===== src/rtl/clock_div_prog_pkg.sv =====
// Shared timebase constants for the watch divider chain.
// Each stage of the chain is a clock_div_prog instance using one of these ratios.
package clock_div_prog_pkg;

    localparam int TB_DIV_HUNDREDTHS = 100;
    localparam int TB_DIV_MILLI      = 1000;
    localparam int TB_DIV_DECADE     = 10;

endpackage


===== src/rtl/clock_div_prog.sv =====
// Programmable clock-enable divider: one registered div_tick per N source ticks,
// a near-50% square wave, and a divisor that changes only on safe boundaries.
module clock_div_prog
    import clock_div_prog_pkg::*;
#(
    parameter int WIDTH       = 16,
    parameter int DEFAULT_DIV = TB_DIV_MILLI
) (
    input  logic             clk,
    input  logic             reset_p,
    input  logic             clk_source,
    input  logic             run,
    input  logic             clear,
    input  logic             div_load,
    input  logic [WIDTH-1:0] div_value,
    output logic             div_tick,
    output logic             div_square,
    output logic [WIDTH-1:0] cnt,
    output logic [WIDTH-1:0] div_cur,
    output logic             load_pending
);

    localparam logic [WIDTH-1:0] DIV_RST = WIDTH'(DEFAULT_DIV);
    localparam logic [WIDTH-1:0] ONE     = WIDTH'(1);

    logic [WIDTH-1:0] cnt_q, cnt_d;
    logic [WIDTH-1:0] div_cur_q, div_cur_d;
    logic [WIDTH-1:0] pend_q, pend_d;
    logic             pend_flag_q, pend_flag_d;
    logic             tick_q, tick_d;
    logic             sq_q, sq_d;

    logic [WIDTH-1:0] load_val;
    logic [WIDTH-1:0] div_apply;
    logic [WIDTH-1:0] cnt_inc;
    logic             at_term;

    always_comb begin
        load_val  = (div_value == '0) ? ONE : div_value;
        at_term   = (cnt_q == (div_cur_q - ONE));
        cnt_inc   = cnt_q + ONE;
        // Divisor that takes effect if this edge is an application point;
        // a same-cycle load beats an older pending value.
        div_apply = div_load ? load_val : (pend_flag_q ? pend_q : div_cur_q);

        cnt_d       = cnt_q;
        div_cur_d   = div_cur_q;
        pend_d      = div_load ? load_val : pend_q;
        pend_flag_d = pend_flag_q | div_load;
        tick_d      = 1'b0;
        sq_d        = sq_q;

        if (clear) begin
            div_cur_d   = div_apply;
            pend_flag_d = 1'b0;
            cnt_d       = '0;
            sq_d        = (div_apply > ONE);
        end else if (!run) begin
            // Count is frozen, so a new divisor can be applied at once.
            div_cur_d   = div_apply;
            pend_flag_d = 1'b0;
            if (div_load || pend_flag_q) begin
                if (cnt_q >= div_apply) begin
                    cnt_d = '0;
                    sq_d  = (div_apply > ONE);
                end else begin
                    sq_d  = (cnt_q < (div_apply >> 1));
                end
            end
        end else if (clk_source) begin
            if (at_term) begin
                cnt_d       = '0;
                tick_d      = 1'b1;
                div_cur_d   = div_apply;
                pend_flag_d = 1'b0;
                sq_d        = (div_apply > ONE);
            end else begin
                cnt_d = cnt_inc;
                sq_d  = (cnt_inc < (div_cur_q >> 1));
            end
        end
    end

    always_ff @(posedge clk or posedge reset_p) begin
        if (reset_p) begin
            cnt_q       <= '0;
            div_cur_q   <= DIV_RST;
            pend_q      <= DIV_RST;
            pend_flag_q <= 1'b0;
            tick_q      <= 1'b0;
            sq_q        <= 1'b0;
        end else begin
            cnt_q       <= cnt_d;
            div_cur_q   <= div_cur_d;
            pend_q      <= pend_d;
            pend_flag_q <= pend_flag_d;
            tick_q      <= tick_d;
            sq_q        <= sq_d;
        end
    end

    assign div_tick     = tick_q;
    assign div_square   = sq_q;
    assign cnt          = cnt_q;
    assign div_cur      = div_cur_q;
    assign load_pending = pend_flag_q;

endmodule


===== config.mk =====
export PLATFORM = sky130hd
export DESIGN_NAME = clock_div_prog
export DESIGN_NICKNAME = d
export VERILOG_FILES = /design/src/rtl/clock_div_prog_pkg.sv /design/src/rtl/clock_div_prog.sv
export SDC_FILE = /design/constraint.sdc
export NUM_CORES = 1
export LEC_CHECK = 0
export ABC_CLOCK_PERIOD_IN_PS = 4700
export CAP_MARGIN = 30
export CORE_ASPECT_RATIO = 1.75
export CORE_MARGIN = 2
export CORE_UTILIZATION = 55
export DETAILED_ROUTE_END_ITERATION = 16
export PLACE_DENSITY = 0.86
export SLEW_MARGIN = 15
export SYNTH_ARGS = -nofsm -noshare
export SYNTH_HDL_FRONTEND = slang
export SYNTH_SLANG_ARGS = --single-unit

===== constraint.sdc =====
create_clock -name clk -period 4.7 [get_ports clk]
set_input_delay 0.705 -clock clk [delete_from_list [all_inputs] [get_ports clk]]
set_output_delay 0.705 -clock clk [all_outputs]
set_load 0.02 [all_outputs]

## Word-level counts from Yosys, hierarchy flattened

Index checks and enable logic that the tools add are counted.
W data, S select, Z words.

| cells by class | value |
|---|---|
| equal/unequal tests | 3 |
| magnitude comparators | 4 |
| add/subtract/negate cells | 2 |
| bitwise logic cells | 1 |
| reductions and logical operators | 7 |
| mux-type cells | 27 |

Operators by type and width:

| kind | number |
|---|---|
| $mux W16 | 13 |
| $lt A16 B15 Y1 | 2 |
| $add A16 B1 Y16 const B | 1 |
| $eq A16 B16 Y1 | 1 |
| $ge A16 B16 Y1 | 1 |
| $gt A16 B1 Y1 const B | 1 |
| $logic_not A16 Y1 | 1 |
| $sub A16 B1 Y16 const B | 1 |
| $mux W1 | 14 |
| $reduce_bool A3 Y1 | 2 |
| $reduce_and A2 Y1 | 2 |
| $ne A3 B1 Y1 const B | 1 |
| $ne A3 B2 Y1 const B | 1 |
| $reduce_and A3 Y1 | 1 |
| $logic_or A1 B1 Y1 | 1 |
| $or A1 B1 Y1 | 1 |

| storage, ports and cells | value |
|---|---|
| input bits | 22 |
| flip-flop bits (word level) | 51 |
| logic and storage cells | 50 |

## Depth between registers and ports, before layout

Gate-level depths: netlist of run 1.

| depth | value |
|---|---|
| word-level depth | 8 |
| gate-level depth with buffers | 14 |

## Worst setup path before layout of run 1

OpenSTA, ideal clock, no wires.

| path | value |
|---|---|
| path kind | register -> register |
| start | register pend_flag_q (netlist: load_pending) |
| end | register cnt_q[14] (netlist: cnt[14]) |
| arrival time | 3.687 ns |
| period minus slack after synthesis | 3.753 ns |
| setup slack | 0.947 ns |
| buffers on the path | 4 |
| setup time | 0.067 ns |
| data required time | 4.633 ns |
| cell stages (with the launch flop) | 15 |
| cells stage by stage | dfrtp_1 clkbuf_1 buf_1 buf_1 mux2i_1 o21a_1 ha_1 a211oi_1 nor2_1 nor3_1 o21ai_0 or3_1 o21ai_1 clkbuf_1 a22o_1 |

| on the way | value |
|---|---|
| word-level cells in the longest chain between the ends | 5 |
| elaborated cells between the ends (all ways) | 7 |

Ends and longest elaborated chain:

| item | line | source |
|---|---|---|
| from (decl) | clock_div_prog.sv:29 | `logic pend_flag_q, pend_flag_d;` |
| from (signal assigned) | clock_div_prog.sv:96 | `pend_flag_q <= pend_flag_d;` |
| $mux W16 (2 in a row) | clock_div_prog.sv:44 | `div_apply = div_load ? load_val : (pend_flag_q ? pend_q : div_cur_q);` |
| $ge A16 B16 Y1 | clock_div_prog.sv:63 | `if (cnt_q >= div_apply) begin` |
| $reduce_bool A3 Y1 (no line) | -- |  |
| $reduce_and A3 Y1 (no line) * | -- |  |
| to (signal assigned) | clock_div_prog.sv:93 | `cnt_q <= cnt_d;` |
| to (decl) | clock_div_prog.sv:26 | `logic [WIDTH-1:0] cnt_q, cnt_d;` |

Every way passes the cells marked *; elsewhere a longest branch is shown, timed or not.
A chain may end at the register's enable or synchronous reset.

## Worst setup path in the final report of run 1

| path | value |
|---|---|
| start | register pend_flag_q (netlist: load_pending) |
| end | register cnt_q[8] (netlist: cnt[8]) |

The elaborated chain is that of the path after synthesis.

==> metrics.txt, run 1 <==
outcome finished, final reports clean; CP max stage cell dfrtp_1; Die X 70.9 µm; Clk Tree Root Cell clkbuf_16; Post-Layout Cell Count 627; FF-to-FF Start load_pending; first-pass GRT wire length 20800 µm; Setup crit start kind register; unrepaired setup endpoints after global routing false; Hold Crit Class register to register; CTS tree built; Setup Skew 5.65 ps; Async SR Flop Fraction 1.00; Initial DRT Pass Iterations 6; insertion delay of the later-clocked pin in the worst-skew pair 300 ps; initial antenna violation count 0; Slew @ Worst Pin 816 ps; Post-CTS Setup Inserts 0; overall global routing resource usage 0.313; DIE HEIGHT 121 µm; post-synthesis net count 554; RePlAce Congestion 0.940; Core Footprint 0.00757 mm²; # IOs 57; cts bufs inserted 5; Vias 4146; detailed placement HPWL 9850 µm; vias in the first global route 4153; Fin. Hold Viols 0; area of the multi-input gates 0.00278 mm²; Initial Utilization 0.569; gr ovfl total 0; Worst setup startpoint load_pending; Worst-path clk slew 70 ps; FF-to-FF path depth 13; post-cts hold buffer count 0; Synthesis Warnings 0; CTS max path bufs 2; Crit path max-delay family compound AO/OA/AOI/OAI gates; Inst Count DP 619; layout cells sized above 1 0.0909; cell chain of the critical path buf_4, mux2i_1, o21ai_0, inv_1, ha_1, nand4_1, nor4_1, o21ai_0, o21ai_0, or3_1, o21ai_1, buf_4, a221o_1; Slew Viols, Final 0; top cell type's share of synthesized area 0.226; Die ar. 0.00859 mm²; fillers 646; Port Buffer Count 56; Final WS setup 644 ps; area leader, netlist dfrtp_1; max_cap viols 0; Crit path largest cell delay 870 ps; synthesized area per cell 8.85 µm²; synth unique cells 59; crit path max fanout 19; WP data required 4890 ps; clock sinks 51; Layout area overhead 19.7%; stages on the worst setup path 13; DRC Markers 0; Synth area leaders dfrtp_1, ha_1, dfstp_2; cts repair resizes 0; cell area power density 284 mW/mm²; crit path DAT 4240 ps; num rows 42; pin count of the biggest net entering global routing 34; hold path start pend_q[8]; H-tree Lvls 2; ANT nets after route 0; worst slack, placed 693 ps; setup_tns 0 ps; storage element area 0.00129 mm²; Initial DRC Count 289; Final period util 0.863; P_leak 2.33 nW; Worst slew margin 0.456; Nets 605; Netlist Area Pre-Place 0.00431 mm²; CP most frequent cell o21ai_0; Hold Path Depth 2; CP endpoint kind register; max frequency 0.247 GHz; n_diodes 0; drt wl/cell 20.7 µm; Post-synth EDFFs 0; Period minus WS final 4060 ps; Max IR drop VDD 0.000207 V; final wirelength 13000 µm; crit path kind register to register; Cells after Synth 487; #FFs+latches synth 51; Buf+Inv Stages, Crit Path 3; top_reg_cell synth dfrtp_1; Final setup viols 0; Seq/Total Area, Yosys 0.300; Vias per Instance 6.61
logic make-up (layout without fill, tap and decap cells):
family | after synthesis | after routing | synth area share
XOR/XNOR | 28 | 28 | 0.0569
buffers and inverters | 60 | 112 | 0.0563
AO/OA/AOI/OAI | 115 | 115 | 0.178
AND/OR/NAND/NOR | 152 | 152 | 0.193
flip-flops | 51 | 51 | 0.300
adder cells (fa/ha/maj) | 45 | 45 | 0.131
multiplexers | 36 | 36 | 0.0854
path summary, 6_finish.rpt:
check / to / slack [ps]
setup reg to reg: cnt[8] / 640
hold reg to reg: pend_q[8] / 470
min in group asynchronous: div_cur[1] / 780
hold / removal: pend_q[8] / 470
max in group asynchronous: div_cur[9] / 3290
setup / recovery: cnt[8] / 640
cell usage in the layout (no fill, tap or decap), types with 5 or more instances in the layout:
cell type / instances
a211oi_1: 12
nand3_1: 14
dfrtp_1: 39
nand2_1: 38
or2_2: 5
buf_4: 7
inv_1: 39
o21a_1: 9
nor3_1: 7
nand2b_1: 9
mux2i_1: 30
dfstp_2: 12
xnor2_1: 24
nand4_1: 9
clkbuf_16: 5
mux2_2: 6
nor2b_1: 5
nor2_1: 28
a21oi_1: 15
o21ai_0: 35
a22o_1: 6
ha_1: 45
clkdlybuf4s50_1: 56
nor4_1: 10
a21o_1: 13
cells in the mapped netlist (all sizes together), types with 3 or more instances:
master,number
ha,45
inv,40
dfrtp,39
nand2,38
o21ai,36
mux2i,30
nor2,29
xnor2,24
a21oi,15
nand3,14
a21o,13
a211oi,12
clkbuf,12
dfstp,12
nor4,12
nand2b,9
nand4,9
o21a,9
buf,8
nor3,8
a22o,6
mux2,6
nor2b,5
or2,5
and3,4
nor3b,4
xor2,4
and4,3
or3,3
or4,3
registers in the layout (all words and copies together), names as in the netlist:
name          cells
load_pending      1
div_square        1
div_cur          16
cnt              16
pend_q           16
div_tick          1
where the power goes:
part	switching, mW	internal (mW)	leakage (nW)
Clock	0.171	0.306	0.0911
Sequential	0.0678	0.486	0.626
Combinational	0.246	0.186	1.62
Total	0.485	0.977	2.33
cell type report:
cell class              instances  area share
multi-input cells             376       0.540
inverters                      40      0.0291
clock buffers                   6      0.0250
repair buffers                 64       0.123
clock inverters                 2      0.0116
flip-flops and latches         51       0.250
well taps                      88      0.0214
metal layers:
layer | GRT usage | up-vias | share of wire
li1 | - | 1871 | -
met1 | 0.356 | 2001 | 0.37
met2 | 0.540 | 209 | 0.51
met3 | 0.0357 | 65 | 0.053
met4 | 0.211 | 0 | 0.071
met5 | 0 | - | 0
worst reg2reg max path: stages, from the launching register on:
cell and delay [ps]:
dfrtp_1 870, buf_4 300, mux2i_1 100, o21ai_0 440, inv_1 180, ha_1 330
nand4_1 210, nor4_1 340, o21ai_0 120, o21ai_0 190, or3_1 180, o21ai_1 90
buf_4 220, a221o_1 370
through the flow:
stage / total power, mW / hold WS [ps] / cell area, µm² / util
4_1_cts: 1.45 / 474 / 5160 / 0.681
2_1_floorplan: 0.806 / 448 / 4310 / -
3_3_place_gp: 0.955 / 458 / 4950 / 0.654
6_report: 1.46 / 473 / 5160 / 0.681
5_1_grt: 1.52 / 488 / 5160 / 0.681
3_5_place_dp: 0.977 / 463 / 4970 / 0.656
(Power assumes the default switching activity.)
==> run 2, diff against run 1 <==
--- a/config.mk
+++ b/config.mk
@@ -11,6 +11,7 @@
 export CORE_MARGIN = 2
 export CORE_UTILIZATION = 55
 export DETAILED_ROUTE_END_ITERATION = 16
+export GPL_TIMING_DRIVEN = 0
 export PLACE_DENSITY = 0.86
 export SLEW_MARGIN = 15
 export SYNTH_ARGS = -nofsm -noshare
==> metrics.txt, run 2 (synthesis results as in run 1) <==
P_sw 502 µW (+3.6%); max frequency 0.222 GHz (-9.7%); Initial DRT Pass Iterations 8 (+2); area of the multi-input gates 0.00278 mm² (about the same); vias in the first global route 4380 (+5.5%); Worst R2R Setup Slack 210 ps (-440 ps); max_cap viols 0 (unchanged); Buf+Inv Stages, Crit Path 4 (+1); FF-to-FF Start load_pending; internal power 870 µW (-11%); hold slack 476 ps (+3.33 ps); Worst slew margin 0.478 (+0.0220); Inst Count DP 632 (+2.1%); Initial DRC Count 427 (+48%); crit path max fanout 10 (-9); Fin. Hold Viols 0 (unchanged); crit path kind register to register; Hold Path End pend_q[5]; Initial Utilization 0.569 (unchanged); Nets 619 (+2.3%); Vias per Instance 6.67 (+0.91%); Clock Power Share 0.277 (-0.049); pin count of the biggest net entering global routing 29 (-15%); FF-to-FF path depth 14 (+1); Setup Skew 6.66 ps (+1.01 ps); gr ovfl total 0 (unchanged); P_leak 2.34 nW (+0.19%); Period minus WS final 4490 ps (+438 ps); combinational share of power 0.328 (+0.033); worst slack, placed -865 ps (-1560 ps); WP data required 4950 ps (+60 ps); Worst-path clk slew 70 ps (about the same); Setup crit start kind register; Max IR drop VDD 0.000179 V (-14%); Crit path max-delay family buffers and inverters; num rows 42 (unchanged); # IOs 57 (unchanged); storage element area 0.00129 mm² (unchanged); Final period util 0.956 (+0.0932); ANT nets after route 0 (unchanged); clock sinks 51 (unchanged); DRC Markers 0 (unchanged); Core Footprint 0.00757 mm² (unchanged); Vias 4277 (+3.2%); Die ar. 0.00859 mm² (unchanged); final wirelength 13600 µm (+5.0%); Slew @ Worst Pin 781 ps (-34.7 ps); Post-Layout Cell Count 641 (+2.2%); crit path DAT 4740 ps (+500 ps); worst reg2reg path endpoint cnt[10]; insertion delay of the later-clocked pin in the worst-skew pair 310 ps (about the same); Layout area overhead 20.0%; cts bufs inserted 5 (unchanged); CP endpoint kind register; Crit path largest cell delay 550 ps (-320 ps); initial antenna violation count 0 (unchanged); sequential power share 0.396 (+0.017); cell chain of the critical path clkbuf_1, buf_1, buf_2, mux2i_1, o21a_1, ha_1, a211oi_1, nor2_1, nor3_2, o21ai_0, or3_1, o21ai_2, clkbuf_2, a22o_1; fillers 611 (-5.4%); Final WS setup 206 ps (-438 ps); Slew Viols, Final 0 (unchanged); cell area power density 265 mW/mm² (-6.4%); CTS max path bufs 2 (unchanged); most common cell after layout, fill and taps aside clkdlybuf4s50_1; RePlAce Congestion 0.949 (+1.0%); Final setup viols 0 (unchanged); Hold Crit Class register to register; layout cells sized above 1 0.0976 (+0.00674); Net Sw Frac 0.366 (+0.0345); CP max stage cell buf_1; hold path start pend_q[5]; Port Buffer Count 56 (unchanged); Clk Tree Root Cell clkbuf_16; first-pass GRT wire length 21700 µm (+4.0%); DIE HEIGHT 121 µm (unchanged); n_diodes 0 (unchanged); unrepaired setup endpoints after global routing false; most frequent cells in the layout clkdlybuf4s50_1, ha_1, inv_1, dfrtp_1, nand2_1; outcome finished, final reports clean; Hold Path Depth 2 (unchanged); Post-CTS Setup Inserts 0 (unchanged); detailed placement HPWL 10500 µm (+6.2%); H-tree Lvls 2 (unchanged); drt wl/cell 21.3 µm (+2.7%); overall global routing resource usage 0.325 (+0.0116); CTS tree built; Die X 70.9 µm (unchanged)
==> run 2: changes by cell type in the layout (fill, tap and decap cells not counted), moves of 4 or more <==
cell / delta
buf_4: -7
clkbuf_2: +4
buf_2: +4
clkbuf_1: +8
==> run 2: power groups by stage <==
| stage | sequential [mW] | combinational [mW] | clock, mW |
|---|---|---|---|
| 3_3_place_gp | 0.544 | 0.412 | 0 |
| 3_5_place_dp | 0.547 | 0.434 | 0 |
| 5_1_grt | 0.547 | 0.482 | 0.391 |
| 2_1_floorplan | 0.560 | 0.246 | 0 |
| 4_1_cts | 0.539 | 0.438 | 0.374 |
| 6_report | 0.543 | 0.450 | 0.379 |
==> run 2: through the flow <==
| stage | power, mW | TNS, ps | area, µm² | util |
|---|---|---|---|---|
| detailed placement | 0.981 | -11140 | 5010 | 0.662 |
| CTS | 1.35 | 0 | 5160 | 0.682 |
| finish | 1.37 | 0 | 5170 | 0.684 |
| floorplan | 0.806 | 0 | 4310 | - |
| global placement | 0.956 | -9340 | 4980 | 0.658 |
| global route | 1.42 | 0 | 5170 | 0.684 |
==> run 2: worst max path at each step <==
stage               depth (start not counted)         start  slack (ps)      end
floorplan                                  14  load_pending         950  cnt[14]
global route                               14  load_pending          30  cnt[14]
finish                                     14  load_pending         210  cnt[10]
detailed placement                         15      div_load        -860  cnt[14]
CTS                                        15      div_load          90  cnt[10]
global placement                           15      div_load        -760  cnt[10]
==> run 2: repair_timing <==
action                     CTS  global route
setup endpoints to repair   17            11
hold buffers                 0             0
resized for setup            5             3
==> run 2: layout make-up <==
type	instances	area share
Inverter	40	0.0290
Clock buffer	5	0.0242
Clock inverter	3	0.00387
Tap cell	88	0.0213
Buffer	20	0.0191
Sequential cell	51	0.250
Multi-Input combinational cell	376	0.538
Timing Repair Buffer	58	0.115
==> run 2: worst reg2reg max path: stages (launching register included) <==
cell and delay, ps:
dfrtp_1 340, clkbuf_1 370, buf_1 550, buf_2 410
mux2i_1 230, o21a_1 210, ha_1 270, a211oi_1 250
nor2_1 90, nor3_2 250, o21ai_0 180, or3_1 390
o21ai_2 350, clkbuf_2 340, a22o_1 190
==> run 2: routing by layer <==
layer | vias to the layer above | GRT usage | part of all wire
li1 | 1900 | - | -
met2 | 226 | 0.551 | 0.51
met3 | 69 | 0.0415 | 0.061
met1 | 2082 | 0.359 | 0.36
met4 | 0 | 0.255 | 0.073
met5 | - | 0 | 0
==> run 3, diff against run 2 <==
--- a/config.mk
+++ b/config.mk
@@ -7,7 +7,7 @@
 export LEC_CHECK = 0
 export ABC_CLOCK_PERIOD_IN_PS = 4700
 export CAP_MARGIN = 30
-export CORE_ASPECT_RATIO = 1.75
+export CORE_ASPECT_RATIO = 0.5
 export CORE_MARGIN = 2
 export CORE_UTILIZATION = 55
 export DETAILED_ROUTE_END_ITERATION = 16
==> metrics.txt, run 3 (synthesis results as in run 1) <==
most common cell after layout, fill and taps aside clkdlybuf4s50_1; Die X 129 µm (+82%); Clk Tree Root Cell clkbuf_16; unrepaired setup endpoints after global routing false; max_cap viols 0 (unchanged); clock sinks 51 (unchanged); internal power 977 µW (+12%); Vias per Instance 6.26 (-6.2%); crit path kind primary input to register; num rows 22 (-48%); Final WS setup 279 ps (+73.1 ps); Worst slew margin 0.386 (-0.0926); Period minus WS final 4420 ps (-73.1 ps); FF-to-FF path depth 14 (unchanged); Setup crit start kind primary input; fillers 569 (-6.9%); CTS tree built; Slew @ Worst Pin 913 ps (+132 ps); Max IR drop VDD 0.000149 V (-17%); RePlAce Congestion 0.939 (-1.0%); Die ar. 0.00860 mm² (+0.18%); Vias 4129 (-3.5%); Hold Path Depth 2 (unchanged); ANT nets after route 0 (unchanged); Worst-path clk slew 70 ps (about the same); Slew Viols, Final 0 (unchanged); most frequent cells in the layout clkdlybuf4s50_1, ha_1, inv_1, dfrtp_1, nand2_1; Clock Power Share 0.327 (+0.050); insertion delay of the later-clocked pin in the worst-skew pair 300 ps (about the same); pin count of the biggest net entering global routing 29 (unchanged); Post-Layout Cell Count 660 (+3.0%); setup_tns 0 ps (unchanged); Initial Utilization 0.578 (+0.00821); sequential power share 0.370 (-0.026); max frequency 0.226 GHz (+1.7%); Inst Count DP 652 (+3.2%); worst reg2reg path endpoint cnt[14]; layout cells sized above 1 0.0924 (-0.00526); CP endpoint kind register; # IOs 57 (unchanged); gr ovfl total 0 (unchanged); hold slack 487 ps (+10.7 ps); crit path DAT 4660 ps (-80 ps); Net Sw Frac 0.336 (-0.0306); worst slack, placed -548 ps (+317 ps); Hold Crit Class register to register; first-pass GRT wire length 20600 µm (-4.9%); Hold Path End pend_q[9]; detailed placement HPWL 10000 µm (-4.3%); Fin. Hold Viols 0 (unchanged); Nets 618 (-0.16%); Initial DRC Count 424 (-0.70%); final wirelength 13100 µm (-4.1%); cts bufs inserted 5 (unchanged); vias in the first global route 3949 (-9.8%); combinational share of power 0.303 (-0.025); WP data required 4940 ps (about the same); Power Total 1.47 mW (+7.2%); drt wl/cell 19.8 µm (-6.9%); FF-to-FF Start load_pending; initial antenna violation count 0 (unchanged); Core Footprint 0.00746 mm² (-1.4%); DIE HEIGHT 66.6 µm (-45%); P_sw 493 µW (-1.8%); Layout area overhead 21.5%; overall global routing resource usage 0.319 (-0.00606); hold path start pend_q[9]; cell area power density 281 mW/mm² (+5.9%); Initial DRT Pass Iterations 5 (-3); P_leak 2.35 nW (+0.65%); n_diodes 0 (unchanged); H-tree Lvls 2 (unchanged); CTS max path bufs 2 (unchanged); Final period util 0.941 (-0.0156); DRC Markers 0 (unchanged); crit path max fanout 10 (unchanged); Final setup viols 0 (unchanged); Post-CTS Setup Inserts 0 (unchanged); Worst R2R Setup Slack 320 ps (+110 ps); Port Buffer Count 56 (unchanged); Worst setup startpoint div_load; outcome finished, final reports clean; Setup Skew 6.77 ps (+0.108 ps)
run 3: per-stage QoR:
| stage | cell area, µm² | util |
|---|---|---|
| after floorplan | 4310 | - |
| after global placement | 5000 | 0.671 |
| after detailed placement | 5030 | 0.675 |
| after CTS | 5230 | 0.701 |
| after global routing | 5230 | 0.702 |
| final | 5230 | 0.702 |
run 3: cell type report:
type / instances / area, µm² / share of cell area
plain buffers: 20 / 97.6 / 0.0186
clock buffers: 5 / 125 / 0.0239
clock inverters: 3 / 67.6 / 0.0129
inverters: 40 / 150 / 0.0287
multi-input cells: 376 / 2780 / 0.531
flip-flops and latches: 51 / 1290 / 0.247
well taps: 108 / 135 / 0.0258
repair buffers: 57 / 588 / 0.112
run 3: power groups by stage:
| stage | sequential [mW] | clock, mW | combinational, mW |
|---|---|---|---|
| detailed placement | 0.548 | 0 | 0.429 |
| global placement | 0.546 | 0 | 0.415 |
| CTS | 0.541 | 0.484 | 0.436 |
| finish | 0.544 | 0.481 | 0.446 |
| floorplan | 0.560 | 0 | 0.246 |
| global route | 0.547 | 0.505 | 0.484 |
run 3: what timing repair did:
item | 4_1_cts | 5_1_grt
hold buffers | 0 | 0
setup endpoints to repair | 10 | 15
resized for setup | 2 | 4
run 3: routing by layer:
metal | wire length, µm | global-route usage | vias up
met2 | 5500 | 0.473 | 244
met3 | 1540 | 0.0867 | 30
met4 | 260 | 0.0992 | 0
met1 | 5780 | 0.452 | 1951
met5 | 0 | 0 | -
li1 | - | - | 1904
run 3: worst max path at each step:
| stage | endpoint |
|---|---|
| after global placement | cnt[10] |
| after floorplan | cnt[14] |
| after detailed placement | cnt[14] |
| after CTS | cnt[14] |
| after global routing | cnt[14] |
| final | cnt[14] |
run 3: worst max-delay path: stages:
cell,delay (ps)
clkdlybuf4s50_1,600
clkbuf_2,260
clkbuf_1,340
clkbuf_2,310
nand2_1,130
o21a_1,180
ha_1,310
a211oi_1,230
nor2_1,90
nor3_1,140
o21ai_0,120
or3_1,390
o21ai_2,360
clkbuf_2,320
a22o_1,180
